==> src/rtl/banked_sram_ext_if.sv <==
// RW0 single-port memory bus seen by banked_sram_ext.
// The master drives the access; the wrapper returns read data and readiness.
interface banked_sram_ext_if #(
  parameter int ADDR_W = 10,
  parameter int DATA_W = 32,
  parameter int MASK_W = 4
);
  logic [ADDR_W-1:0] RW0_addr;
  logic              RW0_en;
  logic              RW0_wmode;
  logic [MASK_W-1:0] RW0_wmask;
  logic [DATA_W-1:0] RW0_wdata;
  logic [DATA_W-1:0] RW0_rdata;
  logic              init_done;

  modport master (
    output RW0_addr, RW0_en, RW0_wmode, RW0_wmask, RW0_wdata,
    input  RW0_rdata, init_done
  );

  modport slave (
    input  RW0_addr, RW0_en, RW0_wmode, RW0_wmask, RW0_wdata,
    output RW0_rdata, init_done
  );
endinterface

==> src/rtl/banked_sram_ext.sv <==
// Banked SRAM wrapper: one RW0 single-port memory spread over NBANKS dual-port macros (port 0 only).
// Define MARMOT_SRAM_INIT_EN to compile in the post-reset zero-fill sequencer.
module banked_sram_ext #(
  parameter int  ADDR_W      = 10,
  parameter int  BANK_ADDR_W = 9,
  parameter int  DATA_W      = 32,
  parameter int  MASK_W      = 4,
  localparam int NBANKS      = 1 << (ADDR_W - BANK_ADDR_W),
  localparam int BYTES       = DATA_W / 8
) (
  input  logic                          RW0_clk,
  input  logic                          reset,
  banked_sram_ext_if.slave              bus,
  output logic [NBANKS-1:0]             ram_clk,
  output logic [NBANKS-1:0]             ram_csb0,
  output logic [NBANKS-1:0]             ram_web0,
  output logic [NBANKS*BYTES-1:0]       ram_wmask0,
  output logic [NBANKS*BANK_ADDR_W-1:0] ram_addr0,
  output logic [NBANKS*DATA_W-1:0]      ram_din0,
  input  logic [NBANKS*DATA_W-1:0]      ram_dout0,
  output logic [NBANKS-1:0]             ram_csb1,
  output logic [NBANKS*BANK_ADDR_W-1:0] ram_addr1
);
  localparam int R     = BYTES / MASK_W;
  localparam int SEL_W = (ADDR_W > BANK_ADDR_W) ? (ADDR_W - BANK_ADDR_W) : 1;

  typedef enum logic [1:0] {
    ST_RESET = 2'd0,
    ST_INIT  = 2'd1,
    ST_READY = 2'd2
  } state_t;

  state_t                 state_reg;
  state_t                 state_next;
  logic [NBANKS-1:0]      bank_hit;
  logic [BYTES-1:0]       wmask_exp;
  logic [BANK_ADDR_W-1:0] fill_addr;
  logic                   fill_last;
  logic                   rd_req;
  logic                   rd_pend_reg;
  logic [NBANKS-1:0]      rd_sel_reg;
  logic [DATA_W-1:0]      hold_reg;
  logic [DATA_W-1:0]      rd_data;
  logic [DATA_W-1:0]      bank_rdata [NBANKS];

  assign ram_clk   = {NBANKS{RW0_clk}};
  assign ram_csb1  = '1;
  assign ram_addr1 = '1;

  generate
    if (NBANKS == 1) begin : g_one_bank
      assign bank_hit = 1'b1;
    end else begin : g_multi_bank
      for (genvar gi = 0; gi < NBANKS; gi++) begin : g_hit
        assign bank_hit[gi] = (bus.RW0_addr[ADDR_W-1:BANK_ADDR_W] == SEL_W'(gi));
      end
    end
  endgenerate

  // Each mask lane covers R consecutive macro byte enables.
  generate
    for (genvar gi = 0; gi < MASK_W; gi++) begin : g_mask
      assign wmask_exp[gi*R +: R] = {R{bus.RW0_wmask[gi]}};
    end
  endgenerate

`ifdef MARMOT_SRAM_INIT_EN
  logic [BANK_ADDR_W-1:0] count_reg;

  // Counter only runs in INIT, so an interrupted fill always restarts at 0.
  always_ff @(posedge RW0_clk) begin
    if (reset || state_reg != ST_INIT) begin
      count_reg <= '0;
    end else begin
      count_reg <= count_reg + BANK_ADDR_W'(1);
    end
  end

  assign fill_addr = count_reg;
  assign fill_last = (count_reg == '1);
`else
  assign fill_addr = '0;
  assign fill_last = 1'b1;
`endif

  always_comb begin
    state_next = state_reg;
    case (state_reg)
      ST_RESET: begin
`ifdef MARMOT_SRAM_INIT_EN
        state_next = ST_INIT;
`else
        state_next = ST_READY;
`endif
      end
      ST_INIT: begin
        if (fill_last) begin
          state_next = ST_READY;
        end
      end
      ST_READY: state_next = ST_READY;
      default:  state_next = ST_RESET;
    endcase
  end

  always_comb begin
    ram_csb0   = '1;
    ram_web0   = '1;
    ram_wmask0 = {NBANKS{wmask_exp}};
    ram_addr0  = {NBANKS{bus.RW0_addr[BANK_ADDR_W-1:0]}};
    ram_din0   = {NBANKS{bus.RW0_wdata}};
    case (state_reg)
      ST_INIT: begin
        ram_csb0   = '0;
        ram_web0   = '0;
        ram_wmask0 = '1;
        ram_addr0  = {NBANKS{fill_addr}};
        ram_din0   = '0;
      end
      ST_READY: begin
        ram_csb0 = ~(bank_hit & {NBANKS{bus.RW0_en}});
        ram_web0 = {NBANKS{~bus.RW0_wmode}};
      end
      default: ;
    endcase
  end

  // Reads only count once READY; anything presented earlier is silently dropped.
  assign rd_req = (state_reg == ST_READY) & bus.RW0_en & ~bus.RW0_wmode;

  generate
    for (genvar gi = 0; gi < NBANKS; gi++) begin : g_rd
      assign bank_rdata[gi] = rd_sel_reg[gi] ? ram_dout0[gi*DATA_W +: DATA_W] : '0;
    end
  endgenerate

  always_comb begin
    rd_data = '0;
    for (int k = 0; k < NBANKS; k++) begin
      rd_data = rd_data | bank_rdata[k];
    end
  end

  always_ff @(posedge RW0_clk) begin
    if (reset) begin
      state_reg   <= ST_RESET;
      rd_pend_reg <= 1'b0;
      rd_sel_reg  <= '0;
      hold_reg    <= '0;
    end else begin
      state_reg   <= state_next;
      rd_pend_reg <= rd_req;
      rd_sel_reg  <= rd_req ? bank_hit : '0;
      if (rd_pend_reg) begin
        hold_reg <= rd_data;
      end
    end
  end

  // The macro output is only trusted in the cycle after a read; the hold register covers the rest.
  assign bus.RW0_rdata = rd_pend_reg ? rd_data : hold_reg;
  assign bus.init_done = (state_reg == ST_READY);
endmodule

==> src/flat_wrapper.sv <==
// flat-port wrapper written by rule: the top's interface ports become plain ports
module banked_sram_ext_flat 
#(
  parameter int  ADDR_W      = 10,
  parameter int  BANK_ADDR_W = 9,
  parameter int  DATA_W      = 32,
  parameter int  MASK_W      = 4,
  localparam int NBANKS      = 1 << (ADDR_W - BANK_ADDR_W),
  localparam int BYTES       = DATA_W / 8
)
  (RW0_clk, reset, ram_clk, ram_csb0, ram_web0, ram_wmask0, ram_addr0, ram_din0, ram_dout0, ram_csb1, ram_addr1, bus_RW0_addr, bus_RW0_en, bus_RW0_wmode, bus_RW0_wmask, bus_RW0_wdata, bus_RW0_rdata, bus_init_done);
  banked_sram_ext_if #(.ADDR_W(ADDR_W), .DATA_W(DATA_W), .MASK_W(MASK_W)) bus_i ();
  input  logic RW0_clk;
  input  logic reset;
  output logic [NBANKS-1:0] ram_clk;
  output logic [NBANKS-1:0] ram_csb0;
  output logic [NBANKS-1:0] ram_web0;
  output logic [NBANKS*BYTES-1:0] ram_wmask0;
  output logic [NBANKS*BANK_ADDR_W-1:0] ram_addr0;
  output logic [NBANKS*DATA_W-1:0] ram_din0;
  input  logic [NBANKS*DATA_W-1:0] ram_dout0;
  output logic [NBANKS-1:0] ram_csb1;
  output logic [NBANKS*BANK_ADDR_W-1:0] ram_addr1;
  input wire logic [$bits(bus_i.RW0_addr)-1:0] bus_RW0_addr;
  input wire logic [$bits(bus_i.RW0_en)-1:0] bus_RW0_en;
  input wire logic [$bits(bus_i.RW0_wmode)-1:0] bus_RW0_wmode;
  input wire logic [$bits(bus_i.RW0_wmask)-1:0] bus_RW0_wmask;
  input wire logic [$bits(bus_i.RW0_wdata)-1:0] bus_RW0_wdata;
  output wire logic [$bits(bus_i.RW0_rdata)-1:0] bus_RW0_rdata;
  output wire logic [$bits(bus_i.init_done)-1:0] bus_init_done;
  assign bus_i.RW0_addr = bus_RW0_addr;
  assign bus_i.RW0_en = bus_RW0_en;
  assign bus_i.RW0_wmode = bus_RW0_wmode;
  assign bus_i.RW0_wmask = bus_RW0_wmask;
  assign bus_i.RW0_wdata = bus_RW0_wdata;
  assign bus_RW0_rdata = bus_i.RW0_rdata;
  assign bus_init_done = bus_i.init_done;
  banked_sram_ext #(.ADDR_W(ADDR_W), .BANK_ADDR_W(BANK_ADDR_W), .DATA_W(DATA_W), .MASK_W(MASK_W)) u_core (.RW0_clk(RW0_clk), .reset(reset), .bus(bus_i), .ram_clk(ram_clk), .ram_csb0(ram_csb0), .ram_web0(ram_web0), .ram_wmask0(ram_wmask0), .ram_addr0(ram_addr0), .ram_din0(ram_din0), .ram_dout0(ram_dout0), .ram_csb1(ram_csb1), .ram_addr1(ram_addr1));
endmodule
==> config.mk <==
export PLATFORM = sky130hd
export DESIGN_NAME = banked_sram_ext_flat
export DESIGN_NICKNAME = d
export VERILOG_FILES = /design/src/rtl/banked_sram_ext_if.sv /design/src/rtl/banked_sram_ext.sv /design/src/flat_wrapper.sv
export SDC_FILE = /design/constraint.sdc
export NUM_CORES = 1
export LEC_CHECK = 0
export ABC_CLOCK_PERIOD_IN_PS = 1100
export CAP_MARGIN = 20
export CORE_ASPECT_RATIO = 0.7
export CORE_MARGIN = 8
export CORE_UTILIZATION = 30
export DETAILED_ROUTE_END_ITERATION = 7
export PLACE_DENSITY = 0.79
export SYNTH_ARGS = -nofsm -noshare
export SYNTH_HDL_FRONTEND = slang
export SYNTH_SLANG_ARGS = --single-unit
==> constraint.sdc <==
create_clock -name RW0_clk -period 1.1 [get_ports RW0_clk]
set_input_delay 0.165 -clock RW0_clk [delete_from_list [all_inputs] [get_ports RW0_clk]]
set_output_delay 0.165 -clock RW0_clk [all_outputs]
set_load 0.005 [all_outputs]
==> summary.txt <==
Outcome
  • Status: complete, but fails checks
  • Failing checks: negative setup slack

Drt
  • DR DRC count: 0
  • Pre-antenna DRT Iters: 4
  • Via count: 2425
  • Routed Antenna Nets: 0
  • Routed len/inst: 17.17 um
  • Initial DRC count: 85
  • Vias/cell: 4.558
  • Post-Route WL: 9133 um

Worst setup path
  • Critical path arrival: 1.47 ns
  • Crit Path Category: flop to primary output
  • Critical Path Start Type: flop
  • CP Capture Type: primary output
  • WP data required: 0.94 ns
  • CP Cell Sequence: buf_12 -> buf_12 -> a22oi_2 -> a21oi_2 -> buf_2
  • CP most frequent cell: buf_12
  • CP Max Fanout: 5
  • Buf/Inv on CP: 3
  • Critical path's slowest cell: dfxtp_4
  • CP top delay family: buffers and inverters
  • Slowest stage delay, CP: 0.38 ns

Power
  • Leakage: 1.743 nW
  • Net Sw Power: 1.092 mW
  • Worst vdd ir: 1.049 mV
  • Total power: 4.540 mW
  • Combinational power share: 0.195
  • Sequential power share: 0.301
  • Power density over the cells: 1025 nW/um^2
  • Clock power frac: 0.504
  • Internal power: 3.449 mW
  • Net Sw Frac: 0.2404

Floorplan
  • IO Pins: 263
  • Die Y: 94.25 um
  • Row cnt: 28
  • Die area: 12040 um^2
  • Die Span X: 127.8 um
  • Initial Utilization: 0.3095
  • Total core area: 8478 um^2

STA
  • Fin crit share: 1.486
  • Hold Violations, Final: 0
  • Final WS setup: -0.5345 ns
  • # setup viols final: 65
  • Setup TNS Final: -18.90 ns
  • Final min period: 1.635 ns
  • Pins Over Slew Limit: 0
  • Max Freq: 611.8 MHz
  • Unrepaired setup endpoints after global routing: true
  • Final Skew: 0.006530 ns

Placed design
  • Area post-placement: 3440 um^2
  • DP Cell Count: 478
  • Quantity of I/O buffers inserted on ports: 107
  • Dpl hpwl: 5575 um
  • GPL Wtd Cong: 0.7554

Hold path
  • Hold Crit Class: input pin to flop

Clock tree
  • Clock Latency Late Sink: 0.39 ns
  • Clk slew on worst S/H paths: 0.06 ns
  • CTS tree: done
  • Post-CTS Hold Fix Bufs: 0

Layout
  • Area delta synth->final: 68.86%
  • Share of cells above drive strength 1: 0.5922
  • Commonest non-fill, non-tap cell in the layout: clkdlybuf4s50_1
  • Design Area, Final: 4431 um^2
  • # diodes: 0
  • Most frequent cells in the layout: clkdlybuf4s50_1, buf_4, buf_2, a22oi_2, dfxtp_1
  • Non-filler instance count after layout: 532
  • Final design utilization: 0.5226
  • Nets: 525
  • Max reg flops: 32

Logic synthesis
  • #FFs+latches synth: 36
  • Synth Warn #: 0
  • Yosys cell types: 19
  • Avg Cell Area, Syn: 8.574 um^2
  • Cells after Synth: 306
  • Sequential area share after synthesis: 0.2747
  • Mapped cell area: 2624 um^2

GRT
  • Vias in the first global route: 2732
  • First-pass GRT wire length: 13620 um
  • Pin count of the biggest net entering global routing: 21
  • Overall Global Routing Usage: 0.1445
  • Total grt overflow: 0
  • Initial antenna violation count: 0

Job
  • Total of max-cap violations: 0
-- through the flow --
stage,worst slack (ns),hold slack (ns)
after CTS,-0.5907,0.1636
after global routing,-0.6205,0.1845
after detailed placement,-0.5504,0.3301
after global placement,-0.5664,0.3301
after floorplan,0.04975,0.2366
final,-0.5345,0.1792
-- cells by family (layout without fill, tap and decap cells) --
| logic type | after synthesis | count (layout) | synth area share |
|---|---|---|---|
| flops | 36 | 36 | 0.2747 |
| compound gates | 96 | 96 | 0.2842 |
| other cells | 1 | 20 | 0.001429 |
| simple gates | 38 | 38 | 0.06152 |
| buf+inv | 135 | 222 | 0.3782 |
-- metal layers --
metal | routed length (um) | vias to the layer above | part of all wire | GRT usage
met5 | 0 | - | 0 | 0
met4 | 53 | 0 | 0.0058 | 0.04532
met3 | 855 | 7 | 0.094 | 0.07540
met2 | 4652 | 125 | 0.51 | 0.2541
met1 | 3571 | 1142 | 0.39 | 0.1470
li1 | - | 1151 | - | -
-- what timing repair did --
action / CTS / global route
cloned: 8 / 2
pin swaps: 81 / 40
gates resized for setup: 224 / 39
setup buffers: 35 / 15
endpoints found under the setup margin: 65 / 68
-- area by class of cell --
| type | instances | area, um^2 |
|---|---|---|
| clock buffers | 12 | 249.0 |
| clock inverters | 2 | 13.76 |
| fillers | 752 | 4048 |
| inverters | 1 | 3.754 |
| multi-input cells | 154 | 1270 |
| flip-flops and latches | 36 | 733.2 |
| well taps | 120 | 150.1 |
| repair buffers | 207 | 2011 |
-- power groups by stage --
stage / clock network (mW) / registers, mW / logic [mW]
after global placement: 0.153 / 1.39 / 0.734
final: 2.29 / 1.37 / 0.884
after detailed placement: 0.153 / 1.39 / 0.752
after global routing: 2.44 / 1.37 / 0.952
after floorplan: 0.118 / 1.39 / 0.541
after CTS: 2.35 / 1.36 / 0.832
-- cells in the mapped netlist --
library cell,instances,area share
nand3b_1,1,0.0029
dfxtp_1,36,0.27
nand3_1,1,0.0019
buf_2,10,0.019
and4bb_2,1,0.0048
and2_1,1,0.0024
conb_1,1,0.0014
a211oi_2,11,0.052
nand2_1,1,0.0014
a22oi_1,22,0.063
buf_4,114,0.33
inv_1,1,0.0014
a21oi_1,32,0.061
nor2b_1,1,0.0024
clkbuf_1,4,0.0057
a22oi_2,10,0.048
buf_6,6,0.026
nor2_1,32,0.046
a211oi_1,21,0.060
-- worst paths after layout --
| kind | from | to | slack (ns) | depth (start not counted) |
|---|---|---|---|---|
| setup / recovery | u_core.rd_sel_reg[0]$_SDFF_PP0_ | bus_RW0_rdata[15] | -0.53 | 5 |
| hold reg to reg | u_core.hold_reg[0]$_SDFF_PP0_ | u_core.hold_reg[0]$_SDFF_PP0_ | 0.53 | 2 |
| setup reg to reg | u_core.rd_pend_reg$_SDFF_PP0_ | u_core.hold_reg[1]$_SDFF_PP0_ | -0.23 | 6 |
| hold / removal | reset | u_core.hold_reg[22]$_SDFF_PP0_ | 0.18 | 3 |
-- worst reg2reg max path: cells and delay by family, from the launching register on --
kind | cells | cell delay, ns
buffers and inverters | 5 | 0.65
AO/OA/AOI/OAI | 1 | 0.19
flip-flops | 1 | 0.42
(Power assumes the default switching activity.)
